==> src/rtl/sample_filter_pkg.sv <==
// Shared state encoding and helpers for the sample filter.
package sample_filter_pkg;

  localparam int unsigned MAX_CONS = 64;
  localparam int unsigned PC_W     = $clog2(MAX_CONS + 1);

  typedef enum logic [1:0] {
    ST_IDLE  = 2'd0,
    ST_RUN   = 2'd1,
    ST_DRAIN = 2'd2,
    ST_DONE  = 2'd3
  } state_e;

  // Counts set bits among the low n bits of v; n is the caller's constraint count.
  function automatic logic [PC_W-1:0] popcount(input logic [MAX_CONS-1:0] v,
                                               input int unsigned        n);
    logic [PC_W-1:0] cnt;
    cnt = '0;
    for (int unsigned i = 0; i < MAX_CONS; i++) begin
      if (i < n) cnt = cnt + PC_W'(v[i]);
    end
    return cnt;
  endfunction

endpackage

==> src/rtl/sf_fifo.sv <==
// Power-of-two circular FIFO; head is read straight from storage so it holds while not popped.
module sf_fifo #(
  parameter int unsigned WIDTH = 64,
  parameter int unsigned DEPTH = 4
) (
  input  logic             clk,
  input  logic             rst,
  input  logic             push_i,
  input  logic             pop_i,
  input  logic [WIDTH-1:0] data_i,
  output logic [WIDTH-1:0] data_o,
  output logic             full_o,
  output logic             empty_o,
  output logic             empty_nxt_c
);

  localparam int unsigned AW = $clog2(DEPTH);
  localparam int unsigned CW = AW + 1;

  logic [WIDTH-1:0] mem_q [DEPTH];
  logic [AW-1:0]    wr_ptr_q, wr_ptr_d;
  logic [AW-1:0]    rd_ptr_q, rd_ptr_d;
  logic [CW-1:0]    cnt_q, cnt_d;
  logic             full_q, empty_q;
  logic             do_push, do_pop;

  always_comb begin
    do_push     = push_i && !full_q;
    do_pop      = pop_i && !empty_q;
    wr_ptr_d    = do_push ? wr_ptr_q + AW'(1) : wr_ptr_q;
    rd_ptr_d    = do_pop  ? rd_ptr_q + AW'(1) : rd_ptr_q;
    cnt_d       = cnt_q + CW'(do_push) - CW'(do_pop);
    empty_nxt_c = (cnt_d == '0);
  end

  always_ff @(posedge clk) begin
    if (rst) begin
      wr_ptr_q <= '0;
      rd_ptr_q <= '0;
      cnt_q    <= '0;
      full_q   <= 1'b0;
      empty_q  <= 1'b1;
    end else begin
      wr_ptr_q <= wr_ptr_d;
      rd_ptr_q <= rd_ptr_d;
      cnt_q    <= cnt_d;
      full_q   <= (cnt_d == CW'(DEPTH));
      empty_q  <= empty_nxt_c;
    end
  end

  // Storage needs no reset; occupancy alone decides what is valid.
  always_ff @(posedge clk) begin
    if (do_push) mem_q[wr_ptr_q] <= data_i;
  end

  assign data_o  = mem_q[rd_ptr_q];
  assign full_o  = full_q;
  assign empty_o = empty_q;

endmodule

==> src/rtl/sample_filter.sv <==
// Filters candidate samples against enabled constraint results and queues passing ones
// until a target number has been accepted.
module sample_filter
  import sample_filter_pkg::*;
#(
  parameter int unsigned SAMPLE_W = 64,
  parameter int unsigned NUM_CONS = 20,
  parameter int unsigned DEPTH    = 4,
  parameter int unsigned CNT_W    = 32
) (
  input  logic                              clk,
  input  logic                              rst,
  input  logic                              start,
  input  logic [CNT_W-1:0]                  target,
  input  logic                              mode,
  input  logic [$clog2(NUM_CONS+1)-1:0]     threshold,
  input  logic [NUM_CONS-1:0]               cons_en,
  input  logic                              in_valid,
  output logic                              in_ready,
  input  logic [SAMPLE_W-1:0]               in_sample,
  input  logic [NUM_CONS-1:0]               in_cons,
  output logic                              out_valid,
  input  logic                              out_ready,
  output logic [SAMPLE_W-1:0]               out_sample,
  output logic [CNT_W-1:0]                  tried_cnt,
  output logic [CNT_W-1:0]                  accept_cnt,
  output logic                              busy,
  output logic                              done
);

  localparam int unsigned TH_W = $clog2(NUM_CONS + 1);

  state_e              state_q, state_d;
  logic [CNT_W-1:0]    target_q, target_d;
  logic                mode_q, mode_d;
  logic [TH_W-1:0]     thr_q, thr_d;
  logic [NUM_CONS-1:0] en_q, en_d;
  logic [CNT_W-1:0]    tried_q, tried_d;
  logic [CNT_W-1:0]    accept_q, accept_d;
  logic                busy_q, busy_d;
  logic                done_q, done_d;

  logic                fifo_full, fifo_empty, fifo_empty_nxt;
  logic                xfer, cons_ok, push, pop;

  // Handshake qualifiers and pass decision for the current candidate.
  always_comb begin
    xfer    = in_valid && in_ready;
    cons_ok = mode_q ? (popcount(MAX_CONS'(in_cons & en_q), NUM_CONS) >= PC_W'(thr_q))
                     : (&(in_cons | ~en_q));
    push    = xfer && cons_ok;
    pop     = out_valid && out_ready;
  end

  always_comb begin
    state_d  = state_q;
    target_d = target_q;
    mode_d   = mode_q;
    thr_d    = thr_q;
    en_d     = en_q;
    tried_d  = tried_q;
    accept_d = accept_q;

    // Saturating counters; transfers only occur while running.
    if (xfer && (tried_q != '1))  tried_d  = tried_q + CNT_W'(1);
    if (push && (accept_q != '1)) accept_d = accept_q + CNT_W'(1);

    case (state_q)
      ST_IDLE, ST_DONE: begin
        if (start) begin
          target_d = target;
          mode_d   = mode;
          thr_d    = threshold;
          en_d     = cons_en;
          tried_d  = '0;
          accept_d = '0;
          state_d  = (target == '0) ? ST_DRAIN : ST_RUN;
        end
      end
      ST_RUN: begin
        if (push && (accept_d == target_q)) state_d = ST_DRAIN;
      end
      ST_DRAIN: begin
        if (fifo_empty_nxt) state_d = ST_DONE;
      end
      default: state_d = ST_IDLE;
    endcase

    busy_d = (state_d == ST_RUN) || (state_d == ST_DRAIN);
    done_d = (state_d == ST_DONE);
  end

  always_ff @(posedge clk) begin
    if (rst) begin
      state_q  <= ST_IDLE;
      target_q <= '0;
      mode_q   <= 1'b0;
      thr_q    <= '0;
      en_q     <= '0;
      tried_q  <= '0;
      accept_q <= '0;
      busy_q   <= 1'b0;
      done_q   <= 1'b0;
    end else begin
      state_q  <= state_d;
      target_q <= target_d;
      mode_q   <= mode_d;
      thr_q    <= thr_d;
      en_q     <= en_d;
      tried_q  <= tried_d;
      accept_q <= accept_d;
      busy_q   <= busy_d;
      done_q   <= done_d;
    end
  end

  sf_fifo #(
    .WIDTH (SAMPLE_W),
    .DEPTH (DEPTH)
  ) u_fifo (
    .clk         (clk),
    .rst         (rst),
    .push_i      (push),
    .pop_i       (pop),
    .data_i      (in_sample),
    .data_o      (out_sample),
    .full_o      (fifo_full),
    .empty_o     (fifo_empty),
    .empty_nxt_c (fifo_empty_nxt)
  );

  // Both terms come from flops, so the inputs never reach these combinationally.
  assign in_ready   = (state_q == ST_RUN) && !fifo_full;
  assign out_valid  = !fifo_empty;
  assign tried_cnt  = tried_q;
  assign accept_cnt = accept_q;
  assign busy       = busy_q;
  assign done       = done_q;

endmodule

==> config.mk <==
export PLATFORM = sky130hd
export DESIGN_NAME = sample_filter
export DESIGN_NICKNAME = d
export VERILOG_FILES = /design/src/rtl/sample_filter_pkg.sv /design/src/rtl/sf_fifo.sv /design/src/rtl/sample_filter.sv
export SDC_FILE = /design/constraint.sdc
export NUM_CORES = 1
export LEC_CHECK = 0
export ABC_CLOCK_PERIOD_IN_PS = 22100
export BUFFER_PORTS_ARGS = -buffer_cell sky130_fd_sc_hd__buf_2
export CAP_MARGIN = 20
export CORE_MARGIN = 4
export CORE_UTILIZATION = 55
export CTS_BUF_LIST = sky130_fd_sc_hd__clkbuf_4 sky130_fd_sc_hd__clkbuf_8
export CTS_CLUSTER_DIAMETER = 60
export CTS_CLUSTER_SIZE = 20
export DETAILED_ROUTE_END_ITERATION = 8
export MAX_ROUTING_LAYER = met4
export PLACE_DENSITY_LB_ADDON = 0.15
export SLEW_MARGIN = 20
export SYNTH_ARGS = -nofsm -noshare
export SYNTH_HDL_FRONTEND = slang
export SYNTH_SLANG_ARGS = --single-unit
==> constraint.sdc <==
create_clock -name clk -period 22.1 [get_ports clk]
set_clock_uncertainty 0.05 [all_clocks]
set_input_delay 1.105 -clock clk [delete_from_list [all_inputs] [get_ports clk]]
set_output_delay 1.105 -clock clk [all_outputs]
set_load 0.02 [all_outputs]
; ---- Word-level counts from Yosys, hierarchy flattened
; Memories as Yosys holds them, arrays and structs flattened. A register that Yosys moved wholly into a read port is not among the register bits.
; Cells that the tools add are included.
[word_totals]
ram_bits = 256
out_inout_bits = 132
inputBits = 147
romBits = 0
ff_bits = 135
elab_cells = 88
n_memories = 1
latchBits = 0
[memory_table]
columns = memory, words, word_bits, rd, rd_ports_with_merged_regs, wr, line_no
row1 = u_fifo.mem_q, 4, 64, 1, 1, 1, sf_fifo.sv:20  ; logic [WIDTH-1:0] mem_q [DEPTH];
[classes]
n_lt_le_gt_ge = 1
n_eq_ne = 10
n_addsub = 25
div_mod_pow = 0
mul = 0
bitwise_logic = 3
mux = 16
n_reduce_logical = 18
shift = 0
[ops]
columns = op, count
row1 = 32-bit 2-to-1 mux, 6
row2 = 7-bit by 1-bit adder with 7-bit output, 13
row3 = 32-bit by 1-bit adder with 32-bit output (second input constant), 2
row4 = 32-bit inequality test (second input constant), 2
row5 = 32-bit equality test, 1
row6 = 32-bit logical NOT, 1
row7 = 20-bit bitwise AND, 1
row8 = 20-bit inverter, 1
row9 = 20-bit OR, 1
row10 = 20-bit AND reduction, 1
row11 = 2-bit 2-to-1 mux, 6
row12 = 1-bit logical AND, 9
row13 = 2-bit equality test (second input constant), 4
row14 = 6-bit by 1-bit adder with 7-bit output, 1
row15 = 7-bit by 5-bit >= comparator with 1-bit output, 1
row16 = 5-bit by 1-bit adder with 6-bit output, 1
row17 = 2-bit one-hot mux with 3 select lines, 1
row18 = 4-bit by 1-bit adder with 5-bit output, 1
row19 = 2-bit by 1-bit adder with 2-bit output (second input constant), 2
row20 = 3-bit by 1-bit adder with 4-bit output, 1
row21 = 2-bit by 1-bit equality test with 1-bit output (second input constant), 2
row22 = 2-bit by 1-bit adder with 3-bit output, 1
row23 = 3-bit by 1-bit adder with 3-bit output, 1
row24 = 3-bit equality test (second input constant), 1
row25 = other kinds (9), 12

; ---- Longest topological paths before layout
[logic_depth]
word_depth = 31
mapped_depth = 35
ltp_nobuf = 33

; ---- Hierarchy
; A second synthesis with hierarchy kept.
[hier_totals]
cells_unflattened = 1395
hier_area_um2 = 17630.7
[modules_own_cells]
columns = module, area_each_um2, cells_per_inst, n_inst, seq_area_each_um2
row1 = sf_fifo, 9813.2, 385, 1, 7907.6
row2 = sample_filter, 7817.5, 1010, 1, 2522.4

; ---- Worst setup path before layout
; No wires, ideal clock.
[synth_path]
kind = input to register
start = in in_cons[1]
end = reg busy_q (netlist: busy)
arrival_time_ns = 8.095
setup_time_ns = 0.128
required_ns = 21.922
n_path_buf = 2
cell_stages = 32
setup_slack_ns = 13.826
cell_sequence = and2_1 -> fa_1 -> inv_1 -> fa_1 -> fa_1 -> fa_1 -> inv_1 -> fa_1 -> ha_1 -> fa_1 -> xor2_1 -> ha_1 -> a21oi_1 -> o21ai_0 -> a21oi_1 -> o21a_1 -> inv_2 -> buf_2 -> clkbuf_1 -> ha_1 -> fa_1 -> xnor2_1 -> xnor2_1 -> nor3b_1 -> o21ai_0 -> nand2b_1 -> a21oi_1 -> a31oi_1 -> o21ai_0 -> a21oi_1 -> ha_1 -> nor2b_1
[synth_between]
elab_chain_len = 31
elab_cells_between_ends = 39
cone_classes = add/sub (21) / order compare (1) / eq/ne (3) / mux (5) / bitwise (2) / reduce/logical (7)
[synth_rtl]
columns = item, line_no
row1 = from (decl), sample_filter.sv:21  ; input logic [NUM_CONS-1:0] in_cons,
row2 = 20-bit bitwise AND, sample_filter.sv:49  ; cons_ok = mode_q ? (popcount(MAX_CONS'(in_cons & en_q), NUM_CONS) >= PC_W'(thr_q))
row3 = 1-bit by 1-bit adder with 2-bit output, sample_filter_pkg.sv:20  ; if (i < n) cnt = cnt + PC_W'(v[i]);
row4 = 2-bit by 1-bit adder with 3-bit output, sample_filter_pkg.sv:20
row5 = 3-bit by 1-bit adder with 4-bit output, sample_filter_pkg.sv:20
row6 = 4-bit by 1-bit adder with 5-bit output, sample_filter_pkg.sv:20
row7 = 5-bit by 1-bit adder with 6-bit output, sample_filter_pkg.sv:20
row8 = 6-bit by 1-bit adder with 7-bit output, sample_filter_pkg.sv:20
row9 = 7-bit by 1-bit adder with 7-bit output (13 in series), sample_filter_pkg.sv:20
row10 = (+4 left out), -
row11 = named net u_fifo.do_push, sf_fifo.sv:25  ; logic do_push, do_pop;
row12 = (+1 left out), -
row13 = 3-bit by 1-bit subtractor with 3-bit output (*), sf_fifo.sv:32  ; cnt_d = cnt_q + CW'(do_push) - CW'(do_pop);
row14 = 3-bit logical NOT (*), sf_fifo.sv:33  ; empty_nxt_c = (cnt_d == '0);
row15 = 2-bit 2-to-1 mux (*), sample_filter.sv:84  ; if (fifo_empty_nxt) state_d = ST_DONE;
row16 = 2-bit one-hot mux with 3 select lines (*), sample_filter.sv:68  ; case (state_q)
row17 = named net state_d[0], sample_filter.sv:33  ; state_e state_q, state_d;
row18 = 2-bit by 1-bit equality test with 1-bit output or 2-bit equality test (tied branches), sample_filter.sv:89  ; busy_d = (state_d == ST_RUN) || (state_d == ST_DRAIN);
row19 = 1-bit logical OR (*), sample_filter.sv:89
row20 = named net busy_d, sample_filter.sv:40  ; logic busy_q, busy_d;
row21 = to (signal assigned), sample_filter.sv:112  ; busy_q <= busy_d;
row22 = to (decl), sample_filter.sv:40
; Mark *: on every way through the listed nets, which the timed path passes. The rest lies on a longest branch.
; A chain may end at the register's enable or synchronous reset.

; ---- Worst setup path after layout
[layout_path]
start = in in_cons[1]
end = reg busy_q (netlist: busy)
[layout_between]
elab_chain_len = 31
elab_cells_between_ends = 39
cone_classes = add/sub (21) / order compare (1) / eq/ne (3) / mux (5) / bitwise (2) / reduce/logical (7)
[layout_rtl]
columns = item, line_no
row1 = 20-bit bitwise AND, sample_filter.sv:49
row2 = 1-bit by 1-bit adder with 2-bit output, sample_filter_pkg.sv:20
row3 = 2-bit by 1-bit adder with 3-bit output, sample_filter_pkg.sv:20
row4 = 3-bit by 1-bit adder with 4-bit output, sample_filter_pkg.sv:20
row5 = 4-bit by 1-bit adder with 5-bit output, sample_filter_pkg.sv:20
row6 = 5-bit by 1-bit adder with 6-bit output, sample_filter_pkg.sv:20
row7 = 6-bit by 1-bit adder with 7-bit output, sample_filter_pkg.sv:20
row8 = 7-bit by 1-bit adder with 7-bit output (13 in series), sample_filter_pkg.sv:20
row9 = (+5 left out), -
row10 = 3-bit by 1-bit subtractor with 3-bit output or 32-bit equality test (tied branches), "sf_fifo.sv:32, sample_filter.sv:81"
row11 = 3-bit logical NOT or 1-bit logical AND (tied branches), "sf_fifo.sv:33, sample_filter.sv:81"
row12 = 2-bit 2-to-1 mux (on tied branches), "sample_filter.sv:84, sample_filter.sv:81"
row13 = 2-bit one-hot mux with 3 select lines (*), sample_filter.sv:68
row14 = named net state_d[0], sample_filter.sv:33
row15 = 2-bit by 1-bit equality test with 1-bit output or 2-bit equality test (tied branches), sample_filter.sv:89
row16 = 1-bit logical OR (*), sample_filter.sv:89
row17 = named net busy_d, sample_filter.sv:40
; Marked as above.

==> impl_results.md <==
* Max Clk Rate at 116.9 MHz
* GRT overflow at 0
* Seq/Total Area, Yosys at 0.6045
* IO Port Bufs at ~280
* Initial antenna violation count at 1
* Die Area at 34270 um2
* Yosys top cell by area: edfxtp_1
* CTS Buf Count at 29
* Initial drt markers at 822
* Hold Path Depth at 2
* DRC violations left at 0
* Startpoint Class: input pin
* Top Ports at 279
* Top cell type's share of synthesized area at 0.4455
* Fin util at 0.6415
* Pre-antenna DRT Iters at 5
* Async S/R FF share, synth at 0
* WP data arrival at 8990 ps
* Clock buffer depth at 3
* Critical Path Fanout Max at 32
* Synth Warn # at 0
* Via density at about 5.7
* Final setup TNS at 0 ps
* #FFs+latches synth at 393
* P&R area growth vs syn at 14.32%
* Tot Pwr at 1.662 mW
* Crit path from: in_cons[1]
* Clk_lat worst skew at 610 ps
* Antenna-violating nets left at 0
* Initial Utilization at 0.5611
* Req. time, crit path at 22540 ps
* Post-Synth XOR/XNOR Area at 0.04293
* R2R Setup Slk at 13820 ps
* Clock sinks at 393
* Max-slew violation count at 0
* Prevailing post-synth register cell: edfxtp_1
* Syn Area/Cell at 12.64 um2
* WS Path Type: in -> reg
* Unrepaired setup endpoints after global routing: no
* Gr usage total at 0.2385
* Largest net degree at the start of global routing at 76
* # Post-CTS Setup Buffers at 0
* Share of cells above drive strength 1 at 0.2611
* CTS HTree Levels at 1
* DRT Wirelength at 40860 um
* Synth area leaders: edfxtp_1 45%, dfxtp_1 16%, mux4_2 8.4%
* Max_cap viols at 0
* Outcome: finished, final reports clean
* Yosys cell types at 72
* Count leader, synth: edfxtp_1
* Root Buffer: clkbuf_8
* Post-synth net total at 1550
* HP Start: thr_q[2]
* Critical-path top delay cell: fa_1
* FP Rows at 64
* Adder-cell area share of the yosys netlist at 0.03408
* Largest family of logic cells by synthesized area: simple AND/OR/NAND/NOR gates
* Syn Std Cell Area at 17250 um2
* Tmin final at 8554 ps
* Maximum vdd drop at 60.69 uV
* Reg2Reg Capture Point: busy
* Synth Area in Compound Gates at 0.05743
* Reg-to-Reg Start: en_q[1]
* Hold Buf Count CTS at 0
* Cell Pwr Density at 84.27 nW/um2
* Critical Path Most Common Cell: fa_1
* Fill count at 2412
* Vias in the first global route at 11360
* Post-Synth Simple-Gate Area at 0.1504
* DP HPWL at 28590 um
* Max-slew headroom at 0.3041
* Number of enable flip-flop cells after synthesis at 256
* Wire per inst at roughly 20 um
* Worst-case reg-to-reg path depth at 31
* Sequential Area at 10440 um2
* Post-synthesis mux area share at 0.08651
* CP peak stage delay at 550 ps
* Gate Count Post-Synth at 1365
* First-pass GRT wire length at 62560 um
* Post-cts sizing count at 0
* Layout net count at 1809
* Die Height at 185.1 um
* Pleak at between 7 and 8 nW
* Synth cell count leaders: 256 x edfxtp_1, 179 x nand2_1, 137 x dfxtp_1
* Multi-input logic area at 6425 um2
* Final Hold Viols at 0
* HP Class: reg -> reg
* Slew @ Worst Pin at 1034 ps
* Vias at about 12000
* Core Box Area at 30750 um2
* Placer Congestion at 0.9428
* CP Capture Type: register
* CTS tree: built
* Clk pin slew, worst setup/hold paths at ~110 ps
* DIE WIDTH at between 150 and 200 um
* Final period utilization at 0.3871
* Hold EP: thr_q[2]
* Final setup viols at 0
## sequential cells by signal, indices dropped and copies added, names as in the netlist, named ones only
register,cells
u_fifo.mem_q,256
accept_cnt,32
target_q,32
tried_cnt,32
en_q,20
thr_q,5
u_fifo.cnt_q,3
state_q,2
u_fifo.rd_ptr_q,2
u_fifo.wr_ptr_q,2
busy,1
done,1
mode_q,1
u_fifo.empty_o,1
u_fifo.full_o,1
## area by class of cell
type	instances	share of cell area
repair buffers	292	0.07586
clock inverters	16	0.01212
flip-flops and latches	393	0.5290
inverters	41	0.007802
well taps	396	0.02512
multi-input cells	867	0.3257
clock buffers	38	0.02398
diodes	3	0.0003806
## worst max-delay path: cells and delay by family
kind / cells / cell delay [ps]
buf+inv: 5 / 860
fa+ha+maj: 11 / 4450
xor+xnor: 3 / 530
simple gates: 4 / 660
compound gates: 9 / 1370
## worst max path at each step
stage / to / slack [ps]
after floorplan: busy / 13830
after global routing: busy / 13060
after CTS: busy / 13630
after detailed placement: busy / 12930
after global placement: busy / 13150
final: busy / 13550
## power by group
group	switching [mW]	internal, mW
Sequential	0.0333	0.819
Combinational	0.220	0.153
Clock	0.249	0.188
## layer usage
layer / GRT usage / vias up / part of all wire
met5: - / - / 0
met4: 0.06841 / 0 / 0.031
met3: 0.03496 / 74 / 0.071
met2: 0.3901 / 412 / 0.49
met1: 0.3153 / 5688 / 0.41
li1: - / 5537 / -
## cell families (layout without fill, tap and decap cells)
family / count (synthesis) / count (layout)
AND/OR/NAND/NOR: 519 / 519
flip-flops: 393 / 393
AO/OA/AOI/OAI: 158 / 158
buffers and inverters: 105 / 387
XOR/XNOR: 83 / 83
multiplexers: 69 / 69
adder cells (fa/ha/maj): 38 / 38
other: 0 / 3
## stage by stage
stage | std cells | hold slack [ps] | cell area (um2) | setup WS, ps
2_1_floorplan | 1365 | 386.3 | 17250 | 13830
3_3_place_gp | 1989 | 395.4 | 19010 | 13150
3_5_place_dp | 1989 | 400.9 | 19010 | 12930
4_1_cts | 2043 | 415.5 | 19720 | 13630
5_1_grt | 2044 | 438.8 | 19720 | 13060
6_report | 2046 | 410.7 | 19730 | 13550
## layout by cell type (no fill, tap or decap), drive strengths merged, types with 4 or more instances in the layout
cell type,instances
buf,292
edfxtp,256
nand2,179
dfxtp,137
nor2,92
a21oi,84
mux4,64
inv,47
xor2,44
nand3,41
xnor2,38
clkbuf,38
nand4,36
nand2b,30
and2,28
nor4,27
ha,23
nor2b,20
and3,19
nor3,16
o21ai,15
fa,15
a31oi,9
or4,8
and4,7
or3,7
clkinv,6
mux2i,4
o2111ai,4
a211oi,4
Power figures use the tool's default switching activity.
